--- src/rtl/if_id_stage_pkg.sv ---
// Shared types for the IF/ID pipeline buffer: occupancy states, the buffered
// fetch entry, and the MIPS-style instruction field positions.
package if_id_stage_pkg;

  typedef enum logic [1:0] {
    ST_EMPTY = 2'd0,
    ST_ONE   = 2'd1,
    ST_FULL  = 2'd2
  } state_e;

  typedef struct packed {
    logic [31:0] pc_next;
    logic [31:0] ins;
  } entry_t;

  localparam int OPCODE_MSB = 31;
  localparam int OPCODE_LSB = 26;
  localparam int RS_MSB     = 25;
  localparam int RS_LSB     = 21;
  localparam int RT_MSB     = 20;
  localparam int RT_LSB     = 16;
  localparam int RD_MSB     = 15;
  localparam int RD_LSB     = 11;
  localparam int SHAMT_MSB  = 10;
  localparam int SHAMT_LSB  = 6;
  localparam int FUNCT_MSB  = 5;
  localparam int FUNCT_LSB  = 0;
  localparam int IMM_MSB    = 15;
  localparam int IMM_LSB    = 0;
  localparam int JADDR_MSB  = 25;
  localparam int JADDR_LSB  = 0;

endpackage

--- src/rtl/if_id_stage_ins_field_decode.sv ---
// Purely combinational split of an instruction word into its fields.
// Everything reads zero when the word is not valid.
module ins_field_decode
  import if_id_stage_pkg::*;
(
  input  logic        valid,
  input  logic [31:0] ins,
  output logic [5:0]  opcode,
  output logic [4:0]  rs,
  output logic [4:0]  rt,
  output logic [4:0]  rd,
  output logic [4:0]  shamt,
  output logic [5:0]  funct,
  output logic [31:0] imm_sext,
  output logic [25:0] jaddr,
  output logic        nop
);

  logic [31:0] word;

  assign word     = valid ? ins : 32'h0000_0000;
  assign opcode   = word[OPCODE_MSB:OPCODE_LSB];
  assign rs       = word[RS_MSB:RS_LSB];
  assign rt       = word[RT_MSB:RT_LSB];
  assign rd       = word[RD_MSB:RD_LSB];
  assign shamt    = word[SHAMT_MSB:SHAMT_LSB];
  assign funct    = word[FUNCT_MSB:FUNCT_LSB];
  assign imm_sext = {{16{word[IMM_MSB]}}, word[IMM_MSB:IMM_LSB]};
  assign jaddr    = word[JADDR_MSB:JADDR_LSB];
  // An empty buffer presents a zero word but is not a NOP.
  assign nop      = valid && (ins == 32'h0000_0000);

endmodule

--- src/rtl/if_id_stage.sv ---
// Two-entry in-order IF/ID buffer with flush, flush statistics and decode.
//
//   state    | meaning
//   ST_EMPTY | no valid entry, decode sees zeros
//   ST_ONE   | slot 0 holds the head entry
//   ST_FULL  | slot 0 is head, slot 1 is next; fetch is stalled
module if_id_stage
  import if_id_stage_pkg::*;
#(
  parameter int DEPTH = 2
) (
  input  logic        clk,
  input  logic        rst_n,
  input  logic        in_valid,
  output logic        in_ready,
  input  logic [31:0] in_pc_next,
  input  logic [31:0] in_ins,
  input  logic        flush,
  output logic        out_valid,
  input  logic        out_ready,
  output logic [31:0] out_pc_next,
  output logic [31:0] out_ins,
  output logic [5:0]  out_opcode,
  output logic [4:0]  out_rs,
  output logic [4:0]  out_rt,
  output logic [4:0]  out_rd,
  output logic [4:0]  out_shamt,
  output logic [5:0]  out_funct,
  output logic [31:0] out_imm_sext,
  output logic [25:0] out_jaddr,
  output logic        out_nop,
  output logic [7:0]  flush_cnt
);

  state_e                 state_q, state_d;
  entry_t [DEPTH-1:0]     slot_q, slot_d;
  logic   [7:0]           flush_cnt_q, flush_cnt_d;

  entry_t in_entry;
  entry_t head;
  logic   push;
  logic   pop;

  assign in_entry  = '{pc_next: in_pc_next, ins: in_ins};
  assign in_ready  = (state_q != ST_FULL) && rst_n;
  assign out_valid = (state_q != ST_EMPTY);
  assign push      = in_valid && in_ready;
  assign pop       = out_valid && out_ready;

  always_comb begin
    state_d     = state_q;
    slot_d      = slot_q;
    flush_cnt_d = flush_cnt_q;
    if (flush) begin
      // Flush wins over any coincident push or pop.
      state_d = ST_EMPTY;
      slot_d  = '0;
      if ((state_q != ST_EMPTY) && (flush_cnt_q != 8'hFF)) begin
        flush_cnt_d = flush_cnt_q + 8'd1;
      end
    end else begin
      case (state_q)
        ST_EMPTY: begin
          if (push) begin
            slot_d[0] = in_entry;
            state_d   = ST_ONE;
          end
        end
        ST_ONE: begin
          if (push && pop) begin
            slot_d[0] = in_entry;
          end else if (push) begin
            slot_d[1] = in_entry;
            state_d   = ST_FULL;
          end else if (pop) begin
            slot_d[0] = '0;
            state_d   = ST_EMPTY;
          end
        end
        ST_FULL: begin
          if (pop) begin
            slot_d[0] = slot_q[1];
            slot_d[1] = '0;
            state_d   = ST_ONE;
          end
        end
        default: begin
          state_d = ST_EMPTY;
          slot_d  = '0;
        end
      endcase
    end
  end

  always_ff @(posedge clk) begin
    if (!rst_n) begin
      state_q     <= ST_EMPTY;
      slot_q      <= '0;
      flush_cnt_q <= 8'd0;
    end else begin
      state_q     <= state_d;
      slot_q      <= slot_d;
      flush_cnt_q <= flush_cnt_d;
    end
  end

  assign head        = out_valid ? slot_q[0] : '0;
  assign out_pc_next = head.pc_next;
  assign out_ins     = head.ins;
  assign flush_cnt   = flush_cnt_q;

  ins_field_decode u_decode (
    .valid    (out_valid),
    .ins      (head.ins),
    .opcode   (out_opcode),
    .rs       (out_rs),
    .rt       (out_rt),
    .rd       (out_rd),
    .shamt    (out_shamt),
    .funct    (out_funct),
    .imm_sext (out_imm_sext),
    .jaddr    (out_jaddr),
    .nop      (out_nop)
  );

endmodule
--- config.mk ---
export PLATFORM = sky130hd
export DESIGN_NAME = if_id_stage
export DESIGN_NICKNAME = d
export VERILOG_FILES = /design/src/rtl/if_id_stage_pkg.sv /design/src/rtl/if_id_stage_ins_field_decode.sv /design/src/rtl/if_id_stage.sv
export SDC_FILE = /design/constraint.sdc
export NUM_CORES = 1
export LEC_CHECK = 0
export CORE_UTILIZATION = 30
export DETAILED_ROUTE_END_ITERATION = 10
export PLACE_DENSITY_LB_ADDON = 0.15
export SLEW_MARGIN = 5
export SYNTH_ARGS = -nofsm -noshare
export SYNTH_HDL_FRONTEND = slang
export SYNTH_HIERARCHICAL = 1
export SYNTH_SLANG_ARGS = --single-unit
export TNS_END_PERCENT = 20
--- constraint.sdc ---
create_clock -name clk -period 2.6 [get_ports clk]
set_input_delay 0.52 -clock clk [delete_from_list [all_inputs] [get_ports clk]]
set_output_delay 0.52 -clock clk [all_outputs]
set_load 0.01 [all_outputs]
==> impl_metrics.csv, run 1 <==
group,metric,value,unit
critical_path,required,2080,ps
sta,max_freq,0.372,GHz
global_routing,grt_first_pass_wirelength,37900,um
synthesis,syn_area,8280,sq um
critical_path,critPathKind,"flop to primary output",
clock_network,clk_latency,410,ps
global_routing,grt_max_degree,76,
synthesis,yosysMostFrequentCell,"and2_1",
sta,rsz0062_at_grt,"yes",
clock_network,numCtsBuffers,17,
die,num_rows,60,
placed_design,io_buffers,233,
placed_design,hpwl,16000,um
critical_path,rr_startpoint,"state_q[1]$_SDFFE_PP0P_",
clock_network,h-tree-depth,4,
synthesis,synth_top_area_cell,"dfxtp_1",
die,start_util,30.6,%
clock_network,clockBufferDepth,2,
sta,fin_crit_sh,103,%
finish,fillCellCount,2739,
clock_network,clock-sinks,138,
finish,layout-drive-gt1-share,17.3,%
worst_hold_path,worstHoldEndpoint,"slot_q[83]$_SDFFE_PP0P_",
critical_path,rr_worst_depth,7,
detailed_routing,wl,24100,um
synthesis,syn_nets,959,
synthesis,yosys.cell_types.count,48,
critical_path,rrSetupSlack,190,ps
die,die_w,168,um
synthesis,synth-main-ff-cell,"dfxtp_1",
synthesis,yosysSeqAreaShare,33.4,%
synthesis,synth_top_area_share,33.4,%
synthesis,async_flop_share,0,%
clock_network,path_clk_slew,60,ps
sta,finClkSkew,10.8,ps
worst_hold_path,hold_path.class,"flop to flop",
synthesis,ys_warn_count,6,
die,die_height,168,um
critical_path,end_kind,"primary output",
clock_network,cts_root_buf,"clkbuf_16",
placed_design,post_dp_cell_area,10800,sq um
synthesis,syn_area_per_cell,9.31,sq um
run_status,status,"finished with violations",
sta,finalSetupViolCount,2,
power,leakagePower,0.00442,uW
clock_network,tritoncts,"built",
sta,tightest_slew,618,ps
detailed_routing,postRouteAntennaNets,0,
clock_network,postCtsHoldBufs,0,
critical_path,arrival,2170,ps
synthesis,synth_area_leaders,"dfxtp_1 (33%), mux2i_1 (16%), and2_1 (12%)",
detailed_routing,drt-initial-drc-count,249,
detailed_routing,drc,0,
sta,worst_slack,-86.1,ps
worst_hold_path,hp-start,"slot_q[83]$_SDFFE_PP0P_",
flow_run,maxCapViolations,0,
finish,design_area,11400,sq um
sta,drv_slew,0,
detailed_routing,avgViaCountPerCell,4.77,
power,finalPower,5350,uW
worst_hold_path,hold_depth,2,
sta,hold_viol_final,0,
die,core,27000,sq um
finish,final_util,42.2,%
power,vdd_ir_drop_max,308,uV
power,power_density,469,nW/um^2
synthesis,synth-seq-cells,138,
global_routing,grtUsageTotal,17.2,%
global_routing,grt_pass1_vias,6638,
placed_design,place.gp.congestion,0.757,
finish,area_growth,37.8,%
critical_path,timing.rr.end,"slot_q[5]$_SDFFE_PP0P_",
die,ios,234,
run_status,violations,"negative setup slack",
sta,max_slew_margin,58.8,%
synthesis,synthTopCellsByCount,"and2_1 (160), nor2_1 (139), dfxtp_1 (138)",
detailed_routing,num_vias,6815,
critical_path,cp-start-kind,"flop",
finish,nets,1143,
critical_path,cp_max_fo,34,
global_routing,gr-total-overflow,0,
synthesis,synth_edf_count,0,
synthesis,syn_inst,889,
die,dieArea,28300,sq um
detailed_routing,drt_pass1_iterations,4,
global_routing,antenna_found_initial,0,
sta,finalWorstPathRequiredPeriod,2690,ps
detailed_routing,wl_per_cell,16.9,um
-- metal layers --
layer  GRT usage, %  routed length (um)  up-vias
met5              0                   0        -
met4           5.06                 365        0
met3           3.74                1040       15
met2           29.8               11600      201
met1           21.2               11100     3185
li1               -                   -     3414
-- area by class of cell --
type	count	area [sq um]	area share (%)
clock buffers	26	499	4.38
flip-flops and latches	138	2770	24.3
clock inverters	6	85.1	0.746
diodes	1	2.50	0.0219
repair buffers	300	2910	25.5
well taps	341	427	3.74
inverters	2	7.51	0.0658
multi-input cells	614	4710	41.3
-- repair_timing --
item	CTS	global route
gates resized for setup	113	22
cloned	0	0
setup endpoints to repair	187	30
endpoints found under the hold margin	0	0
pin swaps	2	4
buffers inserted	0	0
-- state kept, by name, indices dropped and copies added (netlist names) --
signal,count
slot_q,128
state_q,2
flush_cnt,8
-- stage by stage --
| step | setup TNS, ps | cells | hold WS (ps) | worst slack, ps |
|---|---|---|---|---|
| final | -124 | 1428 | 491 | -86.1 |
| after global routing | -1130 | 1427 | 509 | -198 |
| after CTS | -315 | 1427 | 498 | -168 |
| after detailed placement | -12820 | 1395 | 482 | -277 |
| after global placement | -12270 | 1395 | 475 | -249 |
| after floorplan | 0 | 889 | 460 | 273 |
-- cells by family (layout without fill, tap and decap cells) --
logic type / Yosys count / after routing / synth area share [%]
AO/OA/AOI/OAI: 146 / 146 / 17.7
XOR/XNOR: 3 / 3 / 0.317
adder cells (fa/ha/maj): 1 / 1 / 0.151
buffers and inverters: 137 / 334 / 11.5
flip-flops: 138 / 138 / 33.4
multiplexers: 131 / 131 / 15.8
other: 0 / 1 / 0
AND/OR/NAND/NOR: 333 / 333 / 21.2
-- layout by cell type (no fill, tap or decap), types with 3 or more instances in the layout --
master	Yosys	routed
and2_1	160	150
nor2_1	139	139
clkdlybuf4s50_1	0	137
dfxtp_1	138	136
mux2i_1	131	131
dlygate4sd2_1	0	86
o2bb2ai_1	64	64
a22oi_2	60	60
buf_4	69	50
clkbuf_16	0	17
buf_12	0	14
and2_4	0	10
clkbuf_8	0	6
a21oi_1	6	5
nand2_1	5	5
clkbuf_1	29	5
dlymetal6s2s_1	0	5
a22oi_1	4	4
nand4_1	3	3
clkbuf_2	1	3
nor4_2	0	3
nor4_4	0	3
-- worst max-delay path: stages (launching register included) --
cell,delay (ps)
dfxtp_4,340
or2_4,270
buf_12,170
and2_4,180
nor4_4,260
buf_4,150
nand4_1,90
nor3_2,150
buf_2,150
-- where the power goes --
| group | leakage, uW | internal [uW] | switching (uW) |
|---|---|---|---|
| registers | 0.00112 | 2150 | 21.2 |
| logic | 0.00301 | 348 | 396 |
| clock network | 0.000289 | 1520 | 919 |
| total | 0.00442 | 4010 | 1340 |
-- worst max-delay path by stage --
stage	start	cells past startpoint	to
floorplan	state_q[0]$_SDFFE_PP0P_	6	out_imm_sext[16]
global placement	state_q[1]$_SDFFE_PP0P_	8	out_nop
detailed placement	state_q[1]$_SDFFE_PP0P_	8	out_nop
CTS	state_q[1]$_SDFFE_PP0P_	8	out_nop
global route	state_q[1]$_SDFFE_PP0P_	8	out_nop
finish	state_q[1]$_SDFFE_PP0P_	8	out_nop
(Power assumes the default switching activity.)
==> run 2: changes to the inputs <==
--- a/config.mk
+++ b/config.mk
@@ -8,6 +8,7 @@
 export CORE_UTILIZATION = 30
 export DETAILED_ROUTE_END_ITERATION = 10
 export PLACE_DENSITY_LB_ADDON = 0.15
+export SETUP_SLACK_MARGIN = 0.1
 export SLEW_MARGIN = 5
 export SYNTH_ARGS = -nofsm -noshare
 export SYNTH_HDL_FRONTEND = slang
==> run 2 against run 1 <==
  * The run still ends with negative setup slack left
  * Combinational power about the same
  * Via count grew 0.63%
  * Clock-buffer cell count stayed put
  * Flip-flop and latch count unchanged
  * Utilization decreased by 0.41 points
  * Power is essentially flat
  * Sequential share of layout area rose by 0.24 points
  * Routed wire length up 0.26%
  * Design area down 0.98%
  * Register-to-register slack hardly changed
  * Critical path depth unchanged
  * Sequential power is essentially flat
==> impl_metrics.csv, run 2 (synthesized netlist as in run 1, its figures left out) <==
group,metric,value,unit
placed_design,post_dp_cell_area,10800,sq um
detailed_routing,drc,0,
finish,multi_input_area,4740,sq um
die,dieArea,28300,sq um
critical_path,critPathKind,"flop to primary output",
sta,drv_slew,0,
sta,fin_crit_sh,103,%
detailed_routing,postRouteAntennaNets,0,
critical_path,path_buf_inv,3,
power,leakagePower,0.00444,uW
clock_network,clockBufferDepth,2,
run_status,violations,"negative setup slack",
worst_hold_path,hold_path.class,"flop to flop",
detailed_routing,drt_pass1_iterations,4,
sta,worst_slack,-69.8,ps
clock_network,numCtsBuffers,17,
detailed_routing,avgViaCountPerCell,4.80,
critical_path,required,2080,ps
finish,design_area,11300,sq um
sta,max_freq,0.375,GHz
critical_path,rr_worst_depth,7,
critical_path,arrival,2150,ps
die,die_height,168,um
placed_design,hpwl,16000,um
global_routing,gr-total-overflow,0,
clock_network,clock-sinks,138,
clock_network,tritoncts,"built",
clock_network,clk_latency,410,ps
die,die_w,168,um
run_status,status,"finished with violations",
finish,top_register,"slot_q",
global_routing,grt_first_pass_wirelength,38100,um
worst_hold_path,hold_depth,2,
power,vdd_ir_drop_max,307,uV
finish,layout-drive-gt1-share,20.7,%
global_routing,grtUsageTotal,17.3,%
detailed_routing,num_vias,6858,
global_routing,antenna_found_initial,0,
sta,max_slew_margin,59.2,%
placed_design,io_buffers,233,
finish,mostFrequentLayoutCells,"and2_1 (144), nor2_1 (139), dfxtp_1 (136)",
global_routing,grt_max_degree,76,
placed_design,place.gp.congestion,0.757,
die,core,27000,sq um
detailed_routing,wl,24200,um
detailed_routing,wl_per_cell,16.9,um
clock_network,path_clk_slew,60,ps
critical_path,end_kind,"primary output",
sta,finalWorstPathRequiredPeriod,2670,ps
clock_network,cts_root_buf,"clkbuf_16",
worst_hold_path,hp-start,"slot_q[83]$_SDFFE_PP0P_",
sta,finClkSkew,10.8,ps
die,ios,234,
global_routing,grt_pass1_vias,6655,
detailed_routing,drt-initial-drc-count,261,
finish,nets,1144,
critical_path,critPathMaxStageDelay,340,ps
critical_path,crit_path_start,"state_q[1]$_SDFFE_PP0P_",
finish,final_util,41.8,%
critical_path,path_delay_family,"simple AND/OR/NAND/NOR gates",
critical_path,rr_startpoint,"state_q[1]$_SDFFE_PP0P_",
sta,hold_viol_final,0,
finish,layout_commonest_cell,"and2_1",
critical_path,timing.rr.end,"slot_q[5]$_SDFFE_PP0P_",
finish,largest_reg_flops,128,
die,start_util,30.6,%
finish,area_growth,36.5,%
sta,rsz0062_at_grt,"yes",
finish,seq_area,2770,sq um
clock_network,h-tree-depth,4,
power,power_density,473,nW/um^2
sta,tightest_slew,612,ps
finish,fillCellCount,2730,
critical_path,cp_slowest_cell,"dfxtp_4",
critical_path,cp_max_fo,34,
die,num_rows,60,
sta,finalSetupViolCount,2,
critical_path,rrSetupSlack,190,ps
worst_hold_path,worstHoldEndpoint,"slot_q[83]$_SDFFE_PP0P_",
clock_network,postCtsHoldBufs,0,
flow_run,maxCapViolations,0,
critical_path,crit_chain,"or2_4, buf_12, and2_4, nor4_4, buf_4, nand4_1, nor3_2, buf_2",
critical_path,cp-start-kind,"flop",
## run 2: final cells by class
type	instances	area share [%]
Tap cell	341	3.78
Clock buffer	26	4.42
Clock inverter	6	0.753
Antenna cell	1	0.0221
Timing Repair Buffer	300	24.5
Inverter	2	0.0664
Sequential cell	138	24.5
Multi-Input combinational cell	615	41.9
## run 2: per-layer routing
metal / share of wire (%) / up-vias / GRT usage [%]
li1: - / 3415 / -
met1: 46 / 3224 / 21.3
met2: 48 / 203 / 29.9
met3: 4.5 / 16 / 3.81
met4: 1.5 / 0 / 5.06
met5: 0 / - / 0
## run 2: through the flow
stage | hold slack (ps) | setup slack [ps] | total power, uW | TNS (ps) | instances
after floorplan | 460 | 273 | 2660 | 0 | 889
after global placement | 475 | -249 | 2960 | -12270 | 1395
after detailed placement | 482 | -277 | 2970 | -12820 | 1395
after CTS | 498 | -168 | 5450 | -315 | 1428
after global routing | 509 | -181 | 5610 | -346 | 1428
final | 491 | -69.8 | 5340 | -102 | 1429
## run 2: worst max path at each step
stage | depth (start not counted) | slack (ps) | endpoint
6_report | 8 | -70 | out_nop
5_1_grt | 8 | -180 | out_nop
4_1_cts | 8 | -170 | out_nop
3_5_place_dp | 8 | -280 | out_nop
3_3_place_gp | 8 | -250 | out_nop
2_1_floorplan | 6 | 270 | out_imm_sext[16]
## run 2: what timing repair did
action                                  4_1_cts  5_1_grt
endpoints found under the hold margin         0        0
gates resized for setup                     218       82
pin swaps                                     3        8
setup buffers                                 0        0
endpoints found under the setup margin      260      141
cloned                                        1        0
## run 2: report_power, final
group / internal (uW) / switching [uW]
Combinational: 346 / 396
Clock: 1520 / 917
Sequential: 2150 / 21.4
## run 2: worst register-to-register path, stage by stage (launching register included)
cell	delay (ps)
dfxtp_4	340
clkbuf_8	470
buf_6	420
and4bb_2	300
a211o_4	340
buf_12	210
a22oi_1	180
nor2_1	50
==> run 3: changes to the inputs <==
--- a/config.mk
+++ b/config.mk
@@ -5,6 +5,9 @@
 export SDC_FILE = /design/constraint.sdc
 export NUM_CORES = 1
 export LEC_CHECK = 0
+export ABC_AREA = 1
+export CELL_PAD_IN_SITES_DETAIL_PLACEMENT = 1
+export CELL_PAD_IN_SITES_GLOBAL_PLACEMENT = 1
 export CORE_UTILIZATION = 30
 export DETAILED_ROUTE_END_ITERATION = 10
 export PLACE_DENSITY_LB_ADDON = 0.15
==> run 3 against run 2 <==
  * The flow now finishes without violations
  * Via count is 21% higher
  * Sequential share of layout area is 0.45 points higher
  * Die area is 4.9% lower
  * Maximum frequency is 7.2% higher
  * Critical path depth stayed put
  * Synthesized cell count is 45% higher
  * Global-route usage is 3.6 points higher
  * Worst hold slack worse by 37 ps
  * Combinational power is 20% lower
  * Clock-buffer cell count is 5 lower
  * Synthesized area is 5.0% lower
  * First-iteration DRC count is 10% higher
==> impl_metrics.csv, run 3 <==
group,metric,value,unit
run_status,status,"finished, final reports clean",
power,power_density,500,nW/um^2
sta,max_slew_margin,47.1,%
finish,antenna_cells,0,
die,num_rows,58,
power,leakagePower,0.00531,uW
detailed_routing,avgViaCountPerCell,4.59,
die,die_w,164,um
placed_design,place.gp.congestion,0.735,
synthesis,synth_top_area_cell,"dfxtp_1",
detailed_routing,postRouteAntennaNets,0,
finish,mostFrequentLayoutCells,"nand2_1 (364), inv_1 (193), nor2_1 (182)",
worst_hold_path,hold_path.class,"flop to flop",
detailed_routing,wl_met2,13500,um
sta,fin_crit_sh,95.8,%
detailed_routing,drt_pass1_iterations,4,
synthesis,syn_area_per_cell,6.09,sq um
synthesis,synth-seq-cells,138,
synthesis,synth_area_leaders,"dfxtp_1 (35%), nand2_1 (18%), nor2_1 (9.3%)",
synthesis,yosysSeqAreaShare,35.1,%
detailed_routing,dr.max_layer_used,"met4",
global_routing,grt_max_degree,78,
clock_network,clk_latency,420,ps
flow_run,maxCapViolations,0,
detailed_routing,num_vias,8297,
critical_path,end_kind,"primary output",
clock_network,tritoncts,"built",
global_routing,grt_first_pass_wirelength,43800,um
die,die_height,164,um
sta,finalSetupViolCount,0,
critical_path,required,2080,ps
global_routing,grtUsageTotal,20.8,%
critical_path,arrival,1970,ps
finish,nets,1535,
synthesis,yosysMostFrequentCell,"nand2_1",
synthesis,async_flop_share,0,%
synthesis,yosys.cell_types.count,27,
clock_network,path_clk_slew,60,ps
sta,max_freq,0.401,GHz
die,start_util,30.9,%
sta,tightest_slew,794,ps
clock_network,clockBufferDepth,2,
synthesis,synth_edf_count,0,
detailed_routing,drt-met1-wl,12700,um
finish,largest_reg_flops,128,
synthesis,syn_area,7870,sq um
detailed_routing,drt-initial-drc-count,288,
synthesis,ys_warn_count,6,
die,core,25500,sq um
power,vdd_ir_drop_max,430,uV
clock_network,h-tree-depth,4,
placed_design,io_buffers,233,
synthesis,syn_nets,1362,
global_routing,gr-total-overflow,0,
critical_path,critPathKind,"flop to primary output",
finish,final_util,43.5,%
detailed_routing,wl,27700,um
finish,top_register,"slot_q",
detailed_routing,wl_per_cell,15.3,um
finish,layout-drive-gt1-share,10.0,%
sta,finClkSkew,11.6,ps
finish,area_growth,40.9,%
synthesis,syn_inst,1292,
placed_design,place_inst,1767,
global_routing,grt_pass1_vias,8290,
die,dieArea,26900,sq um
finish,final_cells,1807,
sta,finalWorstPathRequiredPeriod,2490,ps
critical_path,cp-start-kind,"flop",
synthesis,synth_top_area_share,35.1,%
die,ios,234,
synthesis,synthTopCellsByCount,"nand2_1 (367), nor2_1 (195), inv_1 (193)",
sta,drv_slew,0,
clock_network,clock-sinks,138,
clock_network,numCtsBuffers,17,
placed_design,hpwl,18400,um
global_routing,antenna_found_initial,0,
critical_path,cp_max_fo,20,
sta,whs,454,ps
detailed_routing,wl_met3,1340,um
sta,hold_viol_final,0,
detailed_routing,drc,0,
finish,layout_commonest_cell,"nand2_1",
sta,rsz0062_at_grt,"yes",
synthesis,synth-main-ff-cell,"dfxtp_1",
clock_network,cts_root_buf,"clkbuf_16",
run 3: cell count changes after synthesis, moves of 56 or more:
cell / delta
a21oi_1: +115
inv_1: +191
o21ai_0: +62
nor2_1: +56
o2bb2ai_1: -64
nand2_1: +362
and2_1: -160
mux2i_1: -131
a22oi_2: -60
run 3: report_power, final:
part | internal (uW) | leakage (uW) | switching (uW)
combinational | 246 | 0.00387 | 345
sequential | 2160 | 0.00112 | 22.0
clock | 1800 | 0.000322 | 971
run 3: critical path: stages (launching register included):
cell,delay [ps]
dfxtp_2,330
nor2_4,240
buf_12,160
buf_16,150
clkinv_8,110
buf_4,180
nand2_1,60
inv_1,50
dlygate4sd2_1,270
run 3: metal layers:
metal / GRT usage, % / up-vias
li1: - / 4195
met1: 26.7 / 3892
met2: 36.9 / 197
met3: 3.31 / 13
met4: 3.79 / 0
met5: 0 / -
run 3: repair_timing:
item / in CTS / in global routing
pin swaps: 3 / 2
setup buffers: 5 / 0
resized for setup: 169 / 59
cloned: 4 / 0
hold buffers: 0 / 0
endpoints found under the setup margin: 125 / 101
hold endpoints to repair: 0 / 0
run 3: path summary, 6_finish.rpt:
path | slack, ps | endpoint | start | cells past startpoint
min reg2reg | 450 | slot_q[122]$_SDFFE_PP0P_ | slot_q[122]$_SDFFE_PP0P_ | 2
max | 110 | out_rd[3] | state_q[1]$_SDFFE_PP0P_ | 8
min | 450 | slot_q[122]$_SDFFE_PP0P_ | slot_q[122]$_SDFFE_PP0P_ | 2
max reg2reg | 470 | slot_q[46]$_SDFFE_PP0P_ | state_q[1]$_SDFFE_PP0P_ | 7
run 3: final cells by class:
type,count,area [sq um]
well taps,330,413
flip-flops and latches,138,2770
fillers,3325,14400
clock buffers,21,480
multi-input cells,820,3600
repair buffers,287,2870
clock inverters,10,188
inverters,201,771
run 3: metrics by stage:
| step | worst slack [ps] | total power (uW) | instance area, sq um | TNS [ps] |
|---|---|---|---|---|
| 2_1_floorplan | 137 | 2530 | 7870 | 0 |
| 3_3_place_gp | 140 | 2780 | 10200 | 0 |
| 6_report | 109 | 5540 | 11100 | 0 |
| 3_5_place_dp | 86.7 | 2790 | 10200 | 0 |
| 5_1_grt | -17.9 | 5760 | 11100 | -17.9 |
| 4_1_cts | 66.4 | 5600 | 11000 | 0 |
run 3: cells by family after synthesis:
group / count (synthesis) / synth area share, %
AO/OA/AOI/OAI: 233 / 15.4
XOR/XNOR: 5 / 0.557
adder cells (fa/ha/maj): 1 / 0.159
buffers and inverters: 334 / 20.0
flip-flops: 138 / 35.1
AND/OR/NAND/NOR: 581 / 28.7
